<file path="config.mk">
export PLATFORM = sky130hd
export DESIGN_NAME = spi_boot_loader
export DESIGN_NICKNAME = d
export VERILOG_FILES = /design/src/rtl/spi_boot_loader_pkg.sv /design/src/rtl/spi_boot_loader_sync_edge.sv /design/src/rtl/spi_boot_loader.sv
export SDC_FILE = /design/constraint.sdc
export NUM_CORES = 1
export LEC_CHECK = 0
export ABC_AREA = 1
export BUFFER_PORTS_ARGS = -buffer_cell sky130_fd_sc_hd__buf_2
export CAP_MARGIN = 20
export CORE_MARGIN = 10
export CORE_UTILIZATION = 55
export DETAILED_ROUTE_END_ITERATION = 12
export PLACE_DENSITY = 0.73
export SLEW_MARGIN = 15
export SYNTH_ARGS = -nofsm -noshare
export SYNTH_HDL_FRONTEND = slang
export SYNTH_SLANG_ARGS = --single-unit
export TNS_END_PERCENT = 10
</file>
<file path="constraint.sdc">
create_clock -name clk100 -period 5 [get_ports clk100]
set_input_delay 0.25 -clock clk100 [delete_from_list [all_inputs] [get_ports clk100]]
set_output_delay 0.25 -clock clk100 [all_outputs]
set_load 0.005 [all_outputs]
</file>
<file path="src/rtl/spi_boot_loader_pkg.sv">
// Shared types and constants for the SPI boot loader.
package boot_pkg;
    typedef enum logic [1:0] {IDLE, HDR, DATA, DONE} boot_state_e;
    localparam int HDR_BYTES  = 6;
    localparam int SPI_ADDR_W = 24;
endpackage

</file>
<file path="src/rtl/spi_boot_loader_sync_edge.sv">
// N-stage pin synchroniser with a history flop for single-cycle rise/fall pulses.
module sync_edge #(
    parameter int   STAGES  = 2,
    parameter logic RST_VAL = 1'b1
) (
    input  logic clk,
    input  logic rst,
    input  logic d_i,
    output logic lvl_o,
    output logic rise_o,
    output logic fall_o
);
    logic [STAGES-1:0] sync_q;
    logic              hist_q;

    always_ff @(posedge clk or posedge rst) begin
        if (rst) begin
            sync_q <= {STAGES{RST_VAL}};
            hist_q <= RST_VAL;
        end else begin
            sync_q <= {sync_q[STAGES-2:0], d_i};
            hist_q <= sync_q[STAGES-1];
        end
    end

    assign lvl_o  = sync_q[STAGES-1];
    assign rise_o = sync_q[STAGES-1] & ~hist_q;
    assign fall_o = ~sync_q[STAGES-1] & hist_q;
endmodule

</file>
<file path="src/rtl/spi_boot_loader.sv">
// Receives a 6-byte address header plus image bytes over SPI and streams them
// to the SRAM write arbiter; holds booting high until a full image has landed.
module spi_boot_loader
    import boot_pkg::*;
#(
    parameter int SYNC_STAGES = 2,
    parameter int ADDR_W      = 18
) (
    input  logic              clk100,
    input  logic              reset,
    input  logic              arm_ss,
    input  logic              arm_sclk,
    input  logic              arm_mosi,
    output logic              wr_req,
    output logic [ADDR_W-1:0] wr_addr,
    output logic [7:0]        wr_data,
    input  logic              wr_ack,
    output logic              booting,
    output logic              error,
    output logic              overrun
);
    localparam logic [2:0] LAST_HDR = 3'(HDR_BYTES - 1);

    logic ss_s, ss_rise, ss_fall;
    logic sclk_rise, sclk_fall_unused, sclk_lvl_unused;
    logic mosi_s, mosi_rise_unused, mosi_fall_unused;

    sync_edge #(.STAGES(SYNC_STAGES), .RST_VAL(1'b1)) u_ss (
        .clk(clk100), .rst(reset), .d_i(arm_ss),
        .lvl_o(ss_s), .rise_o(ss_rise), .fall_o(ss_fall)
    );
    sync_edge #(.STAGES(SYNC_STAGES), .RST_VAL(1'b1)) u_sclk (
        .clk(clk100), .rst(reset), .d_i(arm_sclk),
        .lvl_o(sclk_lvl_unused), .rise_o(sclk_rise), .fall_o(sclk_fall_unused)
    );
    sync_edge #(.STAGES(SYNC_STAGES), .RST_VAL(1'b1)) u_mosi (
        .clk(clk100), .rst(reset), .d_i(arm_mosi),
        .lvl_o(mosi_s), .rise_o(mosi_rise_unused), .fall_o(mosi_fall_unused)
    );

    boot_state_e            state_q, state_d;
    logic [2:0]             idx_q, idx_d;
    logic [2:0]             cnt_q, cnt_d;
    logic [7:0]             shreg_q, shreg_d;
    logic [SPI_ADDR_W-1:0]  start_q, start_d;
    logic [SPI_ADDR_W-1:0]  end_q, end_d;
    logic [SPI_ADDR_W-1:0]  addr_q, addr_d;
    logic                   wr_req_q, wr_req_d;
    logic [ADDR_W-1:0]      wr_addr_q, wr_addr_d;
    logic [7:0]             wr_data_q, wr_data_d;
    logic                   booting_q, booting_d;
    logic                   error_q, error_d;
    logic                   overrun_q, overrun_d;

    logic                   byte_evt;
    logic [7:0]             byte_val;
    logic [SPI_ADDR_W-1:0]  end_full;

    always_comb begin
        state_d   = state_q;
        idx_d     = idx_q;
        cnt_d     = cnt_q;
        shreg_d   = shreg_q;
        start_d   = start_q;
        end_d     = end_q;
        addr_d    = addr_q;
        wr_req_d  = wr_req_q & ~wr_ack;
        wr_addr_d = wr_addr_q;
        wr_data_d = wr_data_q;
        booting_d = booting_q;
        error_d   = error_q;
        overrun_d = overrun_q;
        byte_evt  = 1'b0;
        byte_val  = {shreg_q[6:0], mosi_s};
        end_full  = {byte_val, end_q[15:0]};

        if (ss_fall) begin
            cnt_d   = '0;
            shreg_d = '0;
        end else if (sclk_rise && !ss_s) begin
            shreg_d  = byte_val;
            cnt_d    = cnt_q + 3'd1;
            byte_evt = (cnt_q == 3'd7);
        end

        // ss rising takes priority over a byte completing in the same cycle
        if (ss_rise) begin
            case (state_q)
                HDR, DATA: begin
                    error_d = 1'b1;
                    state_d = IDLE;
                end
                DONE: begin
                    booting_d = 1'b0;
                    state_d   = IDLE;
                end
                default: ;
            endcase
        end else if (ss_fall) begin
            state_d = HDR;
            idx_d   = '0;
        end else if (byte_evt) begin
            case (state_q)
                HDR: begin
                    idx_d = idx_q + 3'd1;
                    case (idx_q)
                        3'd0: start_d[7:0]   = byte_val;
                        3'd1: start_d[15:8]  = byte_val;
                        3'd2: start_d[23:16] = byte_val;
                        3'd3: end_d[7:0]     = byte_val;
                        3'd4: end_d[15:8]    = byte_val;
                        default: ;
                    endcase
                    if (idx_q == LAST_HDR) begin
                        end_d   = end_full;
                        addr_d  = start_q;
                        state_d = (end_full < start_q) ? DONE : DATA;
                    end
                end
                DATA: begin
                    if (wr_req_q) begin
                        overrun_d = 1'b1;
                    end else begin
                        wr_req_d  = 1'b1;
                        wr_addr_d = addr_q[ADDR_W-1:0];
                        wr_data_d = byte_val;
                    end
                    // advance even on a drop so later bytes keep their addresses
                    addr_d = addr_q + 24'd1;
                    if (addr_q == end_q) state_d = DONE;
                end
                default: ;
            endcase
        end
    end

    always_ff @(posedge clk100 or posedge reset) begin
        if (reset) begin
            state_q   <= IDLE;
            idx_q     <= '0;
            cnt_q     <= '0;
            shreg_q   <= '0;
            start_q   <= '0;
            end_q     <= '0;
            addr_q    <= '0;
            wr_req_q  <= 1'b0;
            wr_addr_q <= '0;
            wr_data_q <= '0;
            booting_q <= 1'b1;
            error_q   <= 1'b0;
            overrun_q <= 1'b0;
        end else begin
            state_q   <= state_d;
            idx_q     <= idx_d;
            cnt_q     <= cnt_d;
            shreg_q   <= shreg_d;
            start_q   <= start_d;
            end_q     <= end_d;
            addr_q    <= addr_d;
            wr_req_q  <= wr_req_d;
            wr_addr_q <= wr_addr_d;
            wr_data_q <= wr_data_d;
            booting_q <= booting_d;
            error_q   <= error_d;
            overrun_q <= overrun_d;
        end
    end

    assign wr_req  = wr_req_q;
    assign wr_addr = wr_addr_q;
    assign wr_data = wr_data_q;
    assign booting = booting_q;
    assign error   = error_q;
    assign overrun = overrun_q;
endmodule

</file>
==> impl_metrics.tcl, run 1 <==
set metrics [dict create \
    status "finished, final reports clean" \
    fin_crit_sh 0.517 \
    post_cts_buffers 0 \
    dp_hpwl_um 11300 \
    die_w_um 131 \
    worst_setup_path_end_kind "register" \
    synth_cell_types 44 \
    gp_congestion 0.879 \
    start_util 0.563 \
    hold_viol 0 \
    finalSetupViolations 0 \
    startpoint_type "register" \
    drc 0 \
    antenna_found_initial 0 \
    num_vias 5594 \
    cts_tree "yes" \
    port_buffers 35 \
    grt_start_max_net_pins 77 \
    drt_iter0_markers 582 \
    clk_transition_reported_paths_ps 50 \
    dpl.cell_count 983 \
    area_growth_pct 12.6 \
    crit_buf_inv 3 \
    p_sw_mw 0.546 \
    seq_area_sq_mm 0.00314 \
    die_area_sq_mm 0.0171 \
    p_per_area_mw_per_mm2 319 \
    grt-ovfl-total 0 \
    core.rowCount 40 \
    worst_path_max_delay_cell "inv_2" \
    wl_per_cell_um 15.6 \
    cts_root_buf "clkbuf_16" \
    layout-drive-gt1-share 0.134 \
    worstPathArrival_ps 2880 \
    syn_area_sq_mm 0.00677 \
    cts_buffers 17 \
    synth-main-ff-cell "dfrtp_1" \
    wl_um 15900 \
    rsz0062_at_grt "no" \
    postSynthCellCount 821 \
    comb_power_share 0.062 \
    ys_seq_area_frac 0.464 \
    cap_violations 0 \
    grt_pass1_wl_um 26200 \
    grt_use_total 0.196 \
    drt_first_pass_iters 6 \
    p_seq_frac 0.426 \
    coreArea_sq_mm 0.0120 \
    hold_path_class "in -> async" \
    ir_drop_mv 0.218 \
    tightest_slew_ps 908 \
    fmax_mhz 387 \
    dpl_cell_area_sq_mm 0.00698 \
    rrSetupSlack_ps 2410 \
    htree_levels 4 \
    avgSynthCellArea_sq_um 8.24 \
    fin_crit_ps 2590 \
    synth-async-reset-ratio 1.00 \
    ys_seq_elements 125 \
    n_fill_cell 1010 \
    cts_buffer_depth 2 \
    ios 36 \
    ant_nets 0 \
    cp_top_family "buffers and inverters" \
    timing.rr.start "state_q[0]$_DFFE_PP0P_" \
    multi_input_area_sq_mm 0.00303 \
    final_nets 902 \
    synth_edf_count 0 \
    cts.sinks 125 \
    p_clk_frac 0.513 \
    path_max_fanout 32 \
    die_h_um 131 \
    rr_endpoint "addr_q[8]$_DFFE_PP0P_" \
    crit_chain "inv_1 > ha_1 > buf_4 > nand2_1 > nand2_1 > nand3_2 > inv_2 > o21ai_0 > a21oi_1 > a21oi_1" \
    switching_share 0.225 \
    antenna_cells 0 \
    first_global_vias 5368 \
    fin_tns_setup_ps 0 \
    final_cells 1019 \
    syn_nets 864 \
    slew_headroom 0.395 \
    vias_per_cell 5.49 \
    p_int_mw 1.88 \
    critPathMaxStageDelay_ps 520 \
    ys_warn_count 0 \
    clk-insertion-delay-late_ps 420 \
    leakage_nw 3.59 \
    path_class "reg -> reg" \
    rr_worst_depth 10 \
    crit_required_ps 5300 \
    fin_worst_skew_ps 5.21 \
    power.total_mw 2.43 \
    maxSlewViolCount 0 \
    fin_area_sq_mm 0.00762 \
]
## Yosys cell counts, types with 2 or more instances
master	number	area (sq um)
a21oi_1	35	175
o21ai_0	53	265
a22oi_1	4	30.0
nand2_1	244	916
nand4_1	4	25.0
nor3_1	10	50.1
o21ai_1	55	275
nor2_2	2	12.5
dfrtp_1	116	2900
buf_6	9	101
dfstp_2	9	236
o21ai_2	16	140
nand3_2	7	70.1
xor2_1	4	35.0
nor2_4	4	45.0
nor2_1	26	97.6
inv_2	2	7.51
clkbuf_1	3	11.3
o22ai_1	3	18.8
clkinv_1	2	7.51
nand3_4	2	35.0
buf_2	8	40.0
ha_1	37	463
o211ai_1	3	22.5
nor3_2	2	20.0
inv_1	111	417
nand3_1	33	165
## logic make-up (layout without fill, tap and decap cells)
group | Yosys count | count (layout) | share of synthesized area
adder cells (fa/ha/maj) | 37 | 37 | 0.0684
AO/OA/AOI/OAI | 176 | 176 | 0.145
multiplexers | 1 | 1 | 0.00222
XOR/XNOR | 4 | 4 | 0.00518
flip-flops | 125 | 125 | 0.464
buffers and inverters | 137 | 188 | 0.0880
AND/OR/NAND/NOR | 341 | 341 | 0.227
## sequential cells by signal (all words and copies together) (netlist names)
register / cells
addr_q: 24
end_q: 24
start_q: 24
wr_addr: 18
wr_data: 8
shreg_q: 7
cnt_q: 3
idx_q: 3
state_q: 2
u_mosi.sync_q: 2
u_sclk.sync_q: 2
u_ss.sync_q: 2
booting: 1
error: 1
overrun: 1
u_sclk.hist_q: 1
u_ss.hist_q: 1
wr_req: 1
## metal layers
layer	wire, um	global-route usage	vias to the layer above	share of wire
li1	-	-	2741	-
met1	7130	0.252	2629	0.45
met2	7240	0.304	185	0.45
met5	0	0	-	0
met4	478	0.0896	0	0.030
met3	1070	0.0520	39	0.067
## cell type report
class | instances | area share
Clock inverter | 7 | 0.0148
Multi-Input combinational cell | 559 | 0.398
Inverter | 115 | 0.0570
Sequential cell | 125 | 0.412
Clock buffer | 25 | 0.0637
Tap cell | 147 | 0.0241
Timing Repair Buffer | 41 | 0.0302
## power groups by stage
stage,clock network (mW),registers (mW),logic (mW)
final,1.25,1.03,0.150
after detailed placement,0,1.05,0.147
after global placement,0,1.05,0.142
after floorplan,0,1.05,0.112
after CTS,1.25,1.03,0.152
after global routing,1.30,1.03,0.171
## metrics by stage
step                 util  hold slack (ps)  setup slack [ps]
finish              0.634             39.3              2410
global route        0.634              115              2180
detailed placement  0.581              348              2430
floorplan               -              254              1440
global placement    0.581              346              2520
CTS                 0.634             78.8              2420
## repair_timing
item,CTS,global route
hold endpoints to repair,4,0
resized for setup,0,0
hold buffers,4,0
## worst max-delay path by stage
| stage | start | to | slack, ps | cells past startpoint |
|---|---|---|---|---|
| floorplan | reset | addr_q[0]$_DFFE_PP0P_ | 1440 | 1 |
| global placement | u_ss.sync_q[1]$_DFF_PP1_ | wr_addr[5]$_DFFE_PP0P_ | 2520 | 7 |
| detailed placement | u_ss.sync_q[1]$_DFF_PP1_ | wr_addr[5]$_DFFE_PP0P_ | 2430 | 7 |
| CTS | u_ss.sync_q[1]$_DFF_PP1_ | wr_addr[5]$_DFFE_PP0P_ | 2420 | 7 |
| global route | state_q[0]$_DFFE_PP0P_ | addr_q[5]$_DFFE_PP0P_ | 2180 | 10 |
| finish | state_q[0]$_DFFE_PP0P_ | addr_q[8]$_DFFE_PP0P_ | 2410 | 10 |
## cell usage in the layout, fill, tap and decap left out, types with 7 or more instances in the layout
| master | count |
|---|---|
| clkbuf_16 | 17 |
| ha_1 | 37 |
| nor2_1 | 26 |
| nor3_1 | 10 |
| nand3_2 | 7 |
| buf_2 | 35 |
| a21oi_1 | 35 |
| nand3_1 | 33 |
| o21ai_0 | 53 |
| o21ai_2 | 16 |
| nand2_1 | 244 |
| dfrtp_1 | 116 |
| dfstp_2 | 9 |
| inv_1 | 110 |
| o21ai_1 | 55 |
(Power assumes the default switching activity.)
==> run 2: changes to the inputs <==
- PLACE_DENSITY: 0.73 -> 0.76
- clock period: 5 -> 2.1 ns (I/O delays scaled with it)
==> run 2 against run 1 <==
Compared with the run above: power up 140%; sequential share of layout area down 0.91 points; non-clock buffer count up 13; die area unchanged; largest power group unchanged; highest routed layer unchanged.
==> impl_metrics.tcl, run 2 (synthesis gave the netlist of run 1 again) <==
set metrics [dict create \
    status "finished, final reports clean" \
    cp.depth 9 \
    path_class "reg -> reg" \
    htree_levels 4 \
    worst_setup_path_end_kind "register" \
    hold_path_class "in -> async" \
    drt_iter0_markers 565 \
    coreArea_sq_mm 0.0120 \
    cts.sinks 125 \
    ant_nets 0 \
    cts_buffers 17 \
    die_area_sq_mm 0.0171 \
    grt_start_max_net_pins 55 \
    grt-ovfl-total 0 \
    wl_um 15400 \
    hold_viol 0 \
    finalSetupViolations 0 \
    startpoint_type "register" \
    worst_hold_slack_ps 293 \
    crit_required_ps 2440 \
    start_util 0.563 \
    dp_hpwl_um 11000 \
    drt_first_pass_iters 6 \
    drc 0 \
    path_max_fanout 12 \
    wl_per_cell_um 14.9 \
    cts_root_buf "clkbuf_16" \
    antenna_found_initial 0 \
    fmax_mhz 495 \
    fin_crit_ps 2020 \
    antenna_cells 0 \
    worstPathArrival_ps 2360 \
    place_ws_ps 119 \
    ios 36 \
    cap_violations 0 \
    clk-insertion-delay-late_ps 430 \
    crit_chain "inv_2 > ha_1 > nand2_1 > nand2_1 > nand3_2 > inv_2 > buf_4 > o21ai_0 > a22oi_1" \
    p_per_area_mw_per_mm2 764 \
    top_regs "addr_q x24, end_q x24, start_q x24" \
    cp_top_family "flip-flops" \
    finalWorstSetupSlack_ps 80.8 \
    num_vias 5498 \
    crit_buf_inv 3 \
    ir_drop_mv 0.668 \
    maxSlewViolCount 0 \
    grt_use_total 0.193 \
    port_buffers 35 \
    fin_worst_skew_ps 7.89 \
    grt_pass1_wl_um 25800 \
    leakage_nw 3.67 \
    tightest_slew_ps 626 \
    gp_congestion 0.920 \
    layout-drive-gt1-share 0.151 \
    die_w_um 131 \
    die_h_um 131 \
    layout_commonest_cell "nand2_1" \
    cts_tree "yes" \
    critPathMaxStageDelay_ps 550 \
    fin_crit_sh 0.962 \
    core.rowCount 40 \
    post_cts_buffers 0 \
    clk_transition_reported_paths_ps 60 \
    rr_worst_depth 9 \
    first_global_vias 5068 \
    slew_headroom 0.582 \
    final_nets 915 \
    area_growth_pct 15.1 \
    layout_common_cells "244 x nand2_1, 116 x dfrtp_1, 110 x inv_1" \
    cts_buffer_depth 2 \
    worst_path_max_delay_cell "dfstp_2" \
    vias_per_cell 5.33 \
    rsz0062_at_grt "yes" \
]
-- run 2: cell types whose count changed in the layout (fill, tap and decap cells not counted) --
cell / before / now
buf_12: 0 / 3
buf_4: 2 / 10
buf_6: 0 / 1
clkbuf_1: 5 / 0
clkbuf_8: 3 / 2
clkinv_2: 3 / 0
clkinv_4: 0 / 1
clkinvlp_4: 1 / 3
dlygate4sd3_1: 4 / 5
inv_4: 1 / 0
inv_6: 0 / 7
-- run 2: routing by layer --
layer	wire, um	GRT usage	vias to the layer above
met5	0	0	-
met4	245	0.0595	0
met3	1060	0.0544	28
met2	6720	0.285	168
met1	7400	0.270	2533
li1	-	-	2769
-- run 2: repair_timing --
action | CTS | global route
endpoints found under the setup margin | 0 | 12
hold buffers | 5 | 0
resized for setup | 0 | 1
endpoints found under the hold margin | 23 | 0
-- run 2: report_power, final --
| part | total [mW] | internal, mW | switching (mW) |
|---|---|---|---|
| sequential | 2.46 | 2.44 | 0.0193 |
| clock | 3.12 | 1.96 | 1.17 |
| combinational | 0.373 | 0.108 | 0.264 |
-- run 2: cell type report --
type                            count  area (sq um)
Fill cell                         986          4220
Sequential cell                   125          3140
Multi-Input combinational cell    559          3030
Clock buffer                       19           453
Inverter                          115           435
Timing Repair Buffer               54           372
Tap cell                          147           184
Clock inverter                     13           175
-- run 2: worst min-delay path, stage by stage --
cell and delay, ps:
dlygate4sd3_1 530, buf_2 130, clkinvlp_4 420
-- run 2: path summary, 6_finish.rpt --
check / from / to / slack [ps]
setup / recovery: u_ss.sync_q[1]$_DFF_PP1_ / addr_q[2]$_DFFE_PP0P_ / 80
hold / removal: reset / idx_q[2]$_DFFE_PP0P_ / 290
hold reg to reg: u_ss.sync_q[0]$_DFF_PP1_ / u_ss.sync_q[1]$_DFF_PP1_ / 350
min in group clk100: arm_sclk / u_sclk.sync_q[0]$_DFF_PP1_ / 310
max in group asynchronous: reset / u_ss.hist_q$_DFF_PP1_ / 1120
setup reg to reg: u_ss.sync_q[1]$_DFF_PP1_ / addr_q[2]$_DFFE_PP0P_ / 80
-- run 2: through the flow --
step	cell area, sq um	power [mW]	TNS, ps	util	cells
2_1_floorplan	6770	2.76	0	-	821
3_3_place_gp	7110	2.86	0	0.592	995
5_1_grt	7790	6.16	-14.0	0.648	1032
6_report	7790	5.95	0	0.648	1032
4_1_cts	7780	5.98	0	0.648	1032
3_5_place_dp	7110	2.87	0	0.592	995
==> run 3: changes to the inputs <==
- MAX_ROUTING_LAYER: not set -> met4
==> run 3 against run 2 <==
Compared with the run above: core utilization about the same; die area did not move; worst setup slack improved by 54 ps; critical path type unchanged; register-to-register slack better by 50 ps; sequential power is essentially flat; final area is essentially flat; combinational power barely moved; final cell count is essentially flat; power rose by 1.5%; highest routed layer unchanged; count of clock-buffer cells in the layout is 1 lower; clock power increased by 3%; critical path depth unchanged.
==> impl_metrics.tcl, run 3 (synthesis gave the netlist of run 1 again) <==
set metrics [dict create \
    status "finished, final reports clean" \
    finalSetupViolations 0 \
    seq_area_sq_mm 0.00314 \
    die_area_sq_mm 0.0171 \
    clk_transition_reported_paths_ps 60 \
    drt_iter0_markers 564 \
    n_fill_cell 1006 \
    start_util 0.563 \
    core.rowCount 40 \
    grt_pass1_wl_um 25800 \
    drt_first_pass_iters 5 \
    clk-insertion-delay-late_ps 430 \
    grt_start_max_net_pins 126 \
    layout_commonest_cell "nand2_1" \
    area_growth_pct 15.2 \
    final_nets 914 \
    maxSlewViolCount 0 \
    fmax_mhz 509 \
    power.total_mw 6.05 \
    port_buffers 35 \
    tightest_slew_ps 650 \
    path_class "reg -> reg" \
    grt-ovfl-total 0 \
    startpoint_type "register" \
    gp_congestion 0.915 \
    coreArea_sq_mm 0.0120 \
    hold_viol 0 \
    fin_tns_setup_ps 0 \
    dp_hpwl_um 10900 \
    layout-drive-gt1-share 0.150 \
    fin_crit_ps 1970 \
    cts_root_buf "clkbuf_16" \
    hold_path_class "in -> reg" \
    antenna_found_initial 0 \
    cts_buffers 17 \
    crit_buf_inv 3 \
    cts_tree "yes" \
    die_h_um 131 \
    drc 0 \
    wl_per_cell_um 15.1 \
    grt_use_total 0.199 \
    layout_common_cells "244 x nand2_1, 116 x dfrtp_1, 110 x inv_1" \
    first_global_vias 5116 \
    critPathMaxStageDelay_ps 550 \
    cts_buffer_depth 2 \
    crit_required_ps 2400 \
    worst_path_max_delay_cell "dfstp_2" \
    antenna_cells 0 \
    slew_headroom 0.567 \
    ir_drop_mv 0.844 \
    multi_input_area_sq_mm 0.00303 \
    crit_chain "inv_2 > ha_1 > inv_1 > nand2_4 > nor2_8 > nand3_4 > buf_6 > nand2_1 > o21ai_1" \
    leakage_nw 3.67 \
    top_regs "addr_q x24, end_q x24, start_q x24" \
    die_w_um 131 \
    cp_top_family "flip-flops" \
    worstPathArrival_ps 2270 \
    rsz0062_at_grt "no" \
    path_max_fanout 22 \
    ios 36 \
    htree_levels 4 \
    cts.sinks 125 \
    ant_nets 0 \
    wl_um 15600 \
    cap_violations 0 \
    fin_worst_skew_ps 6.48 \
    vias_per_cell 5.34 \
    num_vias 5508 \
    post_cts_buffers 0 \
    p_per_area_mw_per_mm2 776 \
    worst_setup_path_end_kind "register" \
    fin_crit_sh 0.936 \
]
-- run 3: path summary, 6_finish.rpt --
path	from	slack, ps	to	cells after the start
min reg2reg	u_sclk.sync_q[0]$_DFF_PP1_	360	u_sclk.sync_q[1]$_DFF_PP1_	0
min	arm_sclk	310	u_sclk.sync_q[0]$_DFF_PP1_	2
max reg2reg	u_ss.sync_q[1]$_DFF_PP1_	130	wr_addr[7]$_DFFE_PP0P_	9
max in group asynchronous	reset	1210	wr_addr[15]$_DFFE_PP0P_	4
max	u_ss.sync_q[1]$_DFF_PP1_	130	wr_addr[7]$_DFFE_PP0P_	9
min in group asynchronous	reset	400	overrun$_DFFE_PP0P_	4
-- run 3: power by group --
| group | internal [mW] | total, mW | switching, mW | leakage [nW] |
|---|---|---|---|---|
| Combinational | 0.104 | 0.376 | 0.272 | 1.66 |
| Clock | 2.04 | 3.21 | 1.17 | 0.306 |
| Sequential | 2.44 | 2.46 | 0.0194 | 1.71 |
-- run 3: cell type report --
| cell class | instances | area share |
|---|---|---|
| Sequential cell | 125 | 0.403 |
| Multi-Input combinational cell | 559 | 0.389 |
| Clock buffer | 18 | 0.0564 |
| Inverter | 115 | 0.0562 |
| Timing Repair Buffer | 53 | 0.0456 |
| Clock inverter | 14 | 0.0265 |
| Tap cell | 147 | 0.0236 |
-- run 3: layer usage --
metal | part of all wire | global-route usage | up-vias
met1 | 0.48 | 0.268 | 2560
met5 | 0 | - | -
met4 | 0.019 | 0.0746 | 0
li1 | - | - | 2766
met3 | 0.057 | 0.0423 | 27
met2 | 0.44 | 0.290 | 155
-- run 3: worst reg2reg max path: stages (launching register included) --
cell and delay, ps:
dfstp_2 550, inv_2 50, ha_1 260, inv_1 150
nand2_4 90, nor2_8 170, nand3_4 210, buf_6 230
nand2_1 60, o21ai_1 60
-- run 3: timing repair --
| action | CTS | global route |
|---|---|---|
| endpoints found under the setup margin | 0 | 13 |
| hold buffers | 5 | 0 |
| resized for setup | 0 | 4 |
| endpoints found under the hold margin | 120 | 0 |
-- run 3: through the flow --
| stage | instance area, sq um | worst slack [ps] | instances | util | hold slack, ps |
|---|---|---|---|---|---|
| floorplan | 6770 | 335 | 821 | - | 109 |
| global placement | 7090 | 178 | 994 | 0.590 | 210 |
| detailed placement | 7090 | 133 | 994 | 0.590 | 212 |
| finish | 7790 | 134 | 1031 | 0.649 | 312 |
| global route | 7790 | 1.30 | 1031 | 0.649 | 313 |
| CTS | 7780 | 97.4 | 1031 | 0.648 | 301 |
